--- src/rtl/ysyx_22040000_wbu_if.sv ---
// Upstream-to-writeback entry bus; one entry per in_valid && in_ready cycle.
// Latency/backpressure: none here, in_ready is owned by the writeback unit.
interface ysyx_22040000_wbu_if #(
    parameter int DWIDTH = 32,
    parameter int AWIDTH = 5
);
    logic              in_valid;
    logic              in_ready;
    logic [AWIDTH-1:0] in_rd;
    logic [DWIDTH-1:0] in_alu;
    logic [DWIDTH-1:0] in_ld_data;
    logic [1:0]        in_sel;
    logic [2:0]        in_funct3;
    logic [1:0]        in_addr_lo;
    logic [DWIDTH-1:0] in_pc;

    modport master (
        output in_valid, in_rd, in_alu, in_ld_data, in_sel, in_funct3, in_addr_lo, in_pc,
        input  in_ready
    );

    modport slave (
        input  in_valid, in_rd, in_alu, in_ld_data, in_sel, in_funct3, in_addr_lo, in_pc,
        output in_ready
    );
endinterface

--- src/rtl/ysyx_22040000_wbu.sv ---
// Writeback unit: formats results at accept, commits from head S to the register file 1 cycle later.
// Backpressure: stall holds S, a skid entry K absorbs one more; in_ready drops only while K is full.
module ysyx_22040000_wbu #(
    parameter int DWIDTH = 32,
    parameter int AWIDTH = 5
) (
    input  logic                   clk,
    input  logic                   rst,
    ysyx_22040000_wbu_if.slave     up,
    input  logic                   stall,
    output logic                   rf_wen,
    output logic [AWIDTH-1:0]      rf_waddr,
    output logic [DWIDTH-1:0]      rf_wdata,
    output logic                   commit_valid,
    output logic [DWIDTH-1:0]      commit_pc,
    output logic [63:0]            retire_cnt,
    output logic                   ld_err
);
    typedef struct packed {
        logic              vld;
        logic [AWIDTH-1:0] rd;
        logic [DWIDTH-1:0] wdata;
        logic              wr;
        logic [DWIDTH-1:0] pc;
    } entry_t;

    entry_t s_q, k_q, s_n, k_n, new_e;

    logic              accept;
    logic              commit;
    logic              ld_illegal;
    logic [7:0]        ld_byte;
    logic [15:0]       ld_half;
    logic [DWIDTH-1:0] ld_fmt;

    assign up.in_ready = !k_q.vld && !rst;
    assign accept      = up.in_valid && up.in_ready;
    assign commit      = s_q.vld && !stall;

    assign ld_byte = up.in_ld_data[{up.in_addr_lo, 3'b000} +: 8];
    assign ld_half = up.in_addr_lo[1] ? up.in_ld_data[31:16] : up.in_ld_data[15:0];

    always_comb begin
        ld_fmt     = '0;
        ld_illegal = 1'b0;
        case (up.in_funct3)
            3'b000:  ld_fmt = {{(DWIDTH-8){ld_byte[7]}}, ld_byte};
            3'b100:  ld_fmt = {{(DWIDTH-8){1'b0}}, ld_byte};
            3'b001:  ld_fmt = {{(DWIDTH-16){ld_half[15]}}, ld_half};
            3'b101:  ld_fmt = {{(DWIDTH-16){1'b0}}, ld_half};
            3'b010:  ld_fmt = up.in_ld_data;
            default: ld_illegal = 1'b1;
        endcase
    end

    always_comb begin
        new_e     = '0;
        new_e.vld = 1'b1;
        new_e.rd  = up.in_rd;
        new_e.pc  = up.in_pc;
        new_e.wr  = (up.in_sel != 2'd3);
        case (up.in_sel)
            2'd0:    new_e.wdata = up.in_alu;
            2'd1:    new_e.wdata = ld_fmt;
            2'd2:    new_e.wdata = up.in_pc + DWIDTH'(4);
            default: new_e.wdata = '0;
        endcase
    end

    // Entry movement between head and skid; accept is impossible while K is full.
    always_comb begin
        s_n = s_q;
        k_n = k_q;
        if (!s_q.vld) begin
            s_n = accept ? new_e : '0;
        end else if (commit) begin
            if (k_q.vld) begin
                s_n = k_q;
                k_n = '0;
            end else begin
                s_n = accept ? new_e : '0;
            end
        end else if (!k_q.vld && accept) begin
            k_n = new_e;
        end
    end

    always_ff @(posedge clk or posedge rst) begin
        if (rst) begin
            s_q        <= '0;
            k_q        <= '0;
            retire_cnt <= '0;
            ld_err     <= 1'b0;
        end else begin
            s_q <= s_n;
            k_q <= k_n;
            if (commit) begin
                retire_cnt <= retire_cnt + 64'd1;
            end
            if (accept && up.in_sel == 2'd1 && ld_illegal) begin
                ld_err <= 1'b1;
            end
        end
    end

    assign commit_valid = commit;
    assign commit_pc    = s_q.pc;
    assign rf_wen       = commit && s_q.wr && (s_q.rd != '0);
    assign rf_waddr     = s_q.rd;
    assign rf_wdata     = s_q.wdata;
endmodule

--- src/flat_wrapper.sv ---
// flat-port wrapper written by rule: the top's interface ports become plain ports
module ysyx_22040000_wbu_flat 
#(
    parameter int DWIDTH = 32,
    parameter int AWIDTH = 5
)
  (clk, rst, stall, rf_wen, rf_waddr, rf_wdata, commit_valid, commit_pc, retire_cnt, ld_err, up_in_valid, up_in_rd, up_in_alu, up_in_ld_data, up_in_sel, up_in_funct3, up_in_addr_lo, up_in_pc, up_in_ready);
  ysyx_22040000_wbu_if #(.DWIDTH(DWIDTH), .AWIDTH(AWIDTH)) up_i ();
  input  logic clk;
  input  logic rst;
  input  logic stall;
  output logic rf_wen;
  output logic [AWIDTH-1:0] rf_waddr;
  output logic [DWIDTH-1:0] rf_wdata;
  output logic commit_valid;
  output logic [DWIDTH-1:0] commit_pc;
  output logic [63:0] retire_cnt;
  output logic ld_err;
  input wire logic [$bits(up_i.in_valid)-1:0] up_in_valid;
  input wire logic [$bits(up_i.in_rd)-1:0] up_in_rd;
  input wire logic [$bits(up_i.in_alu)-1:0] up_in_alu;
  input wire logic [$bits(up_i.in_ld_data)-1:0] up_in_ld_data;
  input wire logic [$bits(up_i.in_sel)-1:0] up_in_sel;
  input wire logic [$bits(up_i.in_funct3)-1:0] up_in_funct3;
  input wire logic [$bits(up_i.in_addr_lo)-1:0] up_in_addr_lo;
  input wire logic [$bits(up_i.in_pc)-1:0] up_in_pc;
  output wire logic [$bits(up_i.in_ready)-1:0] up_in_ready;
  assign up_i.in_valid = up_in_valid;
  assign up_i.in_rd = up_in_rd;
  assign up_i.in_alu = up_in_alu;
  assign up_i.in_ld_data = up_in_ld_data;
  assign up_i.in_sel = up_in_sel;
  assign up_i.in_funct3 = up_in_funct3;
  assign up_i.in_addr_lo = up_in_addr_lo;
  assign up_i.in_pc = up_in_pc;
  assign up_in_ready = up_i.in_ready;
  ysyx_22040000_wbu #(.DWIDTH(DWIDTH), .AWIDTH(AWIDTH)) u_core (.clk(clk), .rst(rst), .up(up_i), .stall(stall), .rf_wen(rf_wen), .rf_waddr(rf_waddr), .rf_wdata(rf_wdata), .commit_valid(commit_valid), .commit_pc(commit_pc), .retire_cnt(retire_cnt), .ld_err(ld_err));
endmodule
--- config.mk ---
export PLATFORM = sky130hd
export DESIGN_NAME = ysyx_22040000_wbu_flat
export DESIGN_NICKNAME = d
export VERILOG_FILES = /design/src/rtl/ysyx_22040000_wbu_if.sv /design/src/rtl/ysyx_22040000_wbu.sv /design/src/flat_wrapper.sv
export SDC_FILE = /design/constraint.sdc
export NUM_CORES = 1
export LEC_CHECK = 0
export ABC_CLOCK_PERIOD_IN_PS = 11700
export BUFFER_PORTS_ARGS = -buffer_cell sky130_fd_sc_hd__clkbuf_2
export CORE_ASPECT_RATIO = 1.2
export CORE_MARGIN = 2
export CORE_UTILIZATION = 40
export CTS_CLUSTER_SIZE = 24
export DETAILED_ROUTE_END_ITERATION = 6
export PLACE_DENSITY = 0.67
export REMOVE_ABC_BUFFERS = 1
export SLEW_MARGIN = 20
export SYNTH_ARGS = -nofsm -noshare
export SYNTH_HDL_FRONTEND = slang
export SYNTH_SLANG_ARGS = --single-unit
--- constraint.sdc ---
create_clock -name clk -period 11.7 [get_ports clk]
set_input_delay 1.17 -clock clk [delete_from_list [all_inputs] [get_ports clk]]
set_output_delay 1.17 -clock clk [all_outputs]
set_load 0.05 [all_outputs]
Yosys cells after proc, flatten, opt, wreduce, memory -nomap -nowiden
Cells that the tools add are included.

Bits in registers: 207. Bits of input ports: 112. Output and inout port bits: 137. Word-level logic and storage cells: 53.

Add/subtract/negate cells: 2. Equality and inequality tests: 9. Shift-type cells: 1. Multiplexer cells: 11. Reduce and logical (&&, ||, !) cells: 18.

Operator list (count): 71-bit 2-to-1 mux (6); 32-bit case mux with 5 select lines (1); 32-bit case mux with 3 select lines (1); 70-bit 2-to-1 mux (1); 64-bit by 1-bit adder with 64-bit output, second input constant (1); 32-bit by 3-bit adder with 32-bit output, second input constant (1); 32-bit by 6-bit indexed part select with 8-bit output (1); 16-bit 2-to-1 mux (1); 1-bit logical AND (8); 3-bit == test, second input constant (2); 5-bit nonzero test (1); 5-bit OR reduction (1); 2-bit != test, second input constant (2); 3-bit by 1-bit == test with 1-bit output, second input constant (1); 3-bit by 2-bit == test with 1-bit output, second input constant (1); 1-bit logical NOT (3); 3-bit logical NOT (1); 3-bit AND reduction (1); 2-bit by 1-bit == test with 1-bit output, second input constant (1); 2-bit == test, second input constant (1); 2-bit logical NOT (1); 2-bit by 1-bit != test with 1-bit output, second input constant (1); 2-bit AND reduction (1); 2-bit nonzero test (1); 1-bit 2-to-1 mux (1).

Depth between registers and ports, before layout
Word-level depth: 7. Gate-level depth with buffers: 8. Gate-level depth less buffers: 7.

Worst setup path after synthesis
No wires, ideal clock.

Path type: in2out. Start point: in stall. End point: out rf_wen. Data arrival time: 2474 ps. Required time: 10530 ps. Slack: 8056 ps. Cell stages on the path: 3. Path through: nor2b_1 > clkbuf_1 > o311a_1.

Longest elaborated chain between the ends: 4.

Ends and longest elaborated chain: start: declaration (line flat_wrapper.sv:11) `input logic stall;`; 1-bit logical NOT (line ysyx_22040000_wbu.sv:38) `assign commit = s_q.vld && !stall;`; 1-bit logical AND (line ysyx_22040000_wbu.sv:38); named net commit_valid (line flat_wrapper.sv:15) `output logic commit_valid;`; 1-bit logical AND (2 in a row) (line ysyx_22040000_wbu.sv:108) `assign rf_wen = commit && s_q.wr && (s_q.rd != '0);`; end: declaration (line flat_wrapper.sv:12) `output logic rf_wen;`.

The timed path passes the listed nets, and every way through them passes these cells.

Worst setup path in the final report
Start point: in stall. End point: out rf_wen.

Longest elaborated chain between the ends: 4.

Ends and longest elaborated chain (line): 1-bit logical NOT (ysyx_22040000_wbu.sv:38); 1-bit logical AND (ysyx_22040000_wbu.sv:38); 1-bit logical AND (2 in a row) (ysyx_22040000_wbu.sv:108).

Every way passes these cells.

==> out/results.ini <==
[pwr]
powerDensity_nw_per_um2=179
vdd_drop_max_mv=0.110
leakagePower_nw=6.01

[sta]
max_slew_margin_pct=29.2
skew_ns=0.00790
period_needed_ns=3.51
hold_viol_final=0
timing.hold.ws_ns=0.470
fin_crit_sh_pct=30.0
fmax_mhz=285
setup_viol=0
tightest_slew_ns=1.06
rsz0062_at_grt=no
final_max_slew_viol_count=0
fin_setup_tns_ns=0

[yosys]
synth_area_sq_um=10800
yosysWarnings=0
synth_edf_count=0
synth_most_common_cell=dfrtp_1
netlist_instances=1171
synth_cell_types=60
yosysTopAreaCell=dfrtp_1
synth-main-ff-cell=dfrtp_1
seq_area_frac_synth_pct=47.9
syn_area_per_cell_sq_um=9.24
yosys-top-cells-area=dfrtp_1, nand2_1, o21ai_0, buf_4, xnor2_1
synth_top_area_share_pct=47.9
ys_ff_latch=207
synthArstFlopShare_pct=100
ys_top_cells_by_count=dfrtp_1, nand2_1, o21ai_0

[hold_path]
hold_depth=2
hp-class=reg2reg

[die]
fp-row-count=65
chipHeight_um=184
die_w_um=154
io_pins=249
start_util_pct=40.9
die_area_sq_um=28400
core_sq_um=26400

[finish]
n_fill_cell=2493
design_area_sq_um=12600
seqCellArea_sq_um=5180
multi_input_area_sq_um=4830
finalNetCount=1431
drive_gt1_share_pct=24.1
syn2layout_area_growth_pct=16.8

[worst_setup_path]
regToRegEndpoint=u_core.k_q[63]
critPathCaptureType=output port
cp-start-kind=input port
path_max_fanout=8
r2r_setup_slack_ns=8.89
required_ns=10.53
cp_slowest_stage_delay_ns=0.51
reg2reg_from=u_core.s_q[70]
crit_path_frequent_cell=clkbuf_2
critical_path.startpoint=stall
endpoint=rf_wen
crit_family=simple AND/OR/NAND/NOR gates
r2r.worst_path.cells=6
worstPathArrival_ns=2.34
worstPathCellList=clkbuf_2 -> nor2b_1 -> o311a_1 -> clkbuf_2
crit_type=in2out
worstSetupPathDepth=4
critical_path_buf_inv_count=2
cp_slowest_cell=nor2b_1

[clock_tree]
cts_made_buffers=23
ctsHtreeMaxLevel=1
post_cts_resized=0
clkSinkCount=207
clock_path_buffers=3
root_buffer=clkbuf_16
clock_latency_ns=0.52
post-cts-setup-buffers=0
holdBufCountCts=0
cts_tree=yes
clk_pin_slew_worst_paths_ns=0.06

[route]
ant_nets=0
drt_wl_total_um=33000
vias=9367
drc=0
drt_iter0_drc=720
via_per_inst=5.60
drtPass1Iterations=5
routedWlPerCell_um=19.7

[global_routing]
grt.overflow.total=0
grt_pass1_vias=8884
grt_max_degree=142
grt_use_total_pct=22.6
antenna_found_initial=3
grt_pass1_wl_um=50500

[place]
place_area_sq_um=11800
gp_congestion=0.918
io_buffers=248
dpl.hpwl_um=23800

[status]
status=finished clean

[run]
drv_cap=0

[cell type report]
class | instances | share of cell area [%]
clock buffers | 33 | 5.17
diodes | 5 | 0.0990
repair buffers | 256 | 10.3
multi-input cells | 814 | 38.3
clock inverters | 8 | 1.36
well taps | 335 | 3.32
inverters | 15 | 0.505
flip-flops and latches | 207 | 41.0
[power breakdown]
group          internal (mW)  total, mW  switching (mW)  leakage (nW)
combinational          0.141      0.543           0.402          2.83
sequential             0.845      0.927          0.0820          2.78
clock                  0.498      0.795           0.297         0.399
total                   1.48       2.27           0.781          6.01
[worst register-to-register path: cells and delay by family (launching register included)]
| family | cells | cell delay [ns] |
|---|---|---|
| AND/OR/NAND/NOR | 3 | 1.11 |
| buffers and inverters | 2 | 0.80 |
| flip-flops | 1 | 0.46 |
| AO/OA/AOI/OAI | 1 | 0.33 |
[registers in the layout, summed over array words and instances (netlist names)]
| register | flops |
|---|---|
| u_core.rf_waddr | 5 |
| u_core.ld_err | 1 |
| u_core.k_q | 71 |
| u_core.rf_wdata | 32 |
| u_core.s_q | 2 |
| u_core.retire_cnt | 64 |
| u_core.commit_pc | 32 |
[how the worst min path moves through the flow]
stage	start	endpoint	slack (ns)
finish	u_core.commit_pc[27]	u_core.commit_pc[27]	0.47
global placement	u_core.commit_pc[27]	u_core.commit_pc[27]	0.45
detailed placement	u_core.commit_pc[3]	u_core.commit_pc[3]	0.46
global route	u_core.commit_pc[27]	u_core.commit_pc[27]	0.49
floorplan	u_core.k_q[47]	u_core.k_q[47]	0.44
CTS	u_core.commit_pc[17]	u_core.commit_pc[17]	0.47
[cells by family after synthesis]
group / count (synthesis) / share of synthesized area (%)
simple gates: 438 / 19.2
compound gates: 279 / 17.0
flops: 207 / 47.9
buf+inv: 150 / 7.68
xor+xnor: 84 / 6.80
mux: 11 / 1.17
fa+ha+maj: 2 / 0.231
[routing by layer]
layer	global-route usage (%)	wire (um)
met1	30.8	13800
met2	36.4	15500
met4	6.80	942
met5	0	13
met3	4.87	2700
[per-stage QoR]
step / cells / power [mW] / worst slack (ns) / utilization, %
3_5_place_dp: 1627 / 1.48 / 8.05 / 44.6
3_3_place_gp: 1627 / 1.47 / 8.11 / 44.6
2_1_floorplan: 1036 / 1.30 / 4.88 / -
5_1_grt: 1668 / 2.37 / 8.13 / 47.8
6_report: 1673 / 2.27 / 8.19 / 47.8
4_1_cts: 1668 / 2.28 / 8.19 / 47.7
[cell usage in the layout (no fill, tap or decap), types with 4 or more instances in the layout]
master       n
a31oi_1     10
a22o_1       9
a221oi_1    28
clkbuf_1     6
dfrtp_1    207
nand2_1    204
nand4_1     21
and3_1      10
bufinv_16    5
diode_2      5
or3_1        6
nor4_1       7
buf_4        8
xor2_1      24
clkbuf_2   248
a32oi_1     27
mux2i_1      7
nor2_1      84
clkbuf_16   23
xnor2_1     60
o21ai_0    109
nor2b_1     13
nand3_1     37
a21oi_1     32
a211oi_1     9
inv_1       14
and2_1      10
a22oi_1     28
and4_1       4
nor3_1      12
nand2b_1     4
a21o_1       4
clkbuf_8     4
a221o_1      6
(Power assumes the default switching activity.)
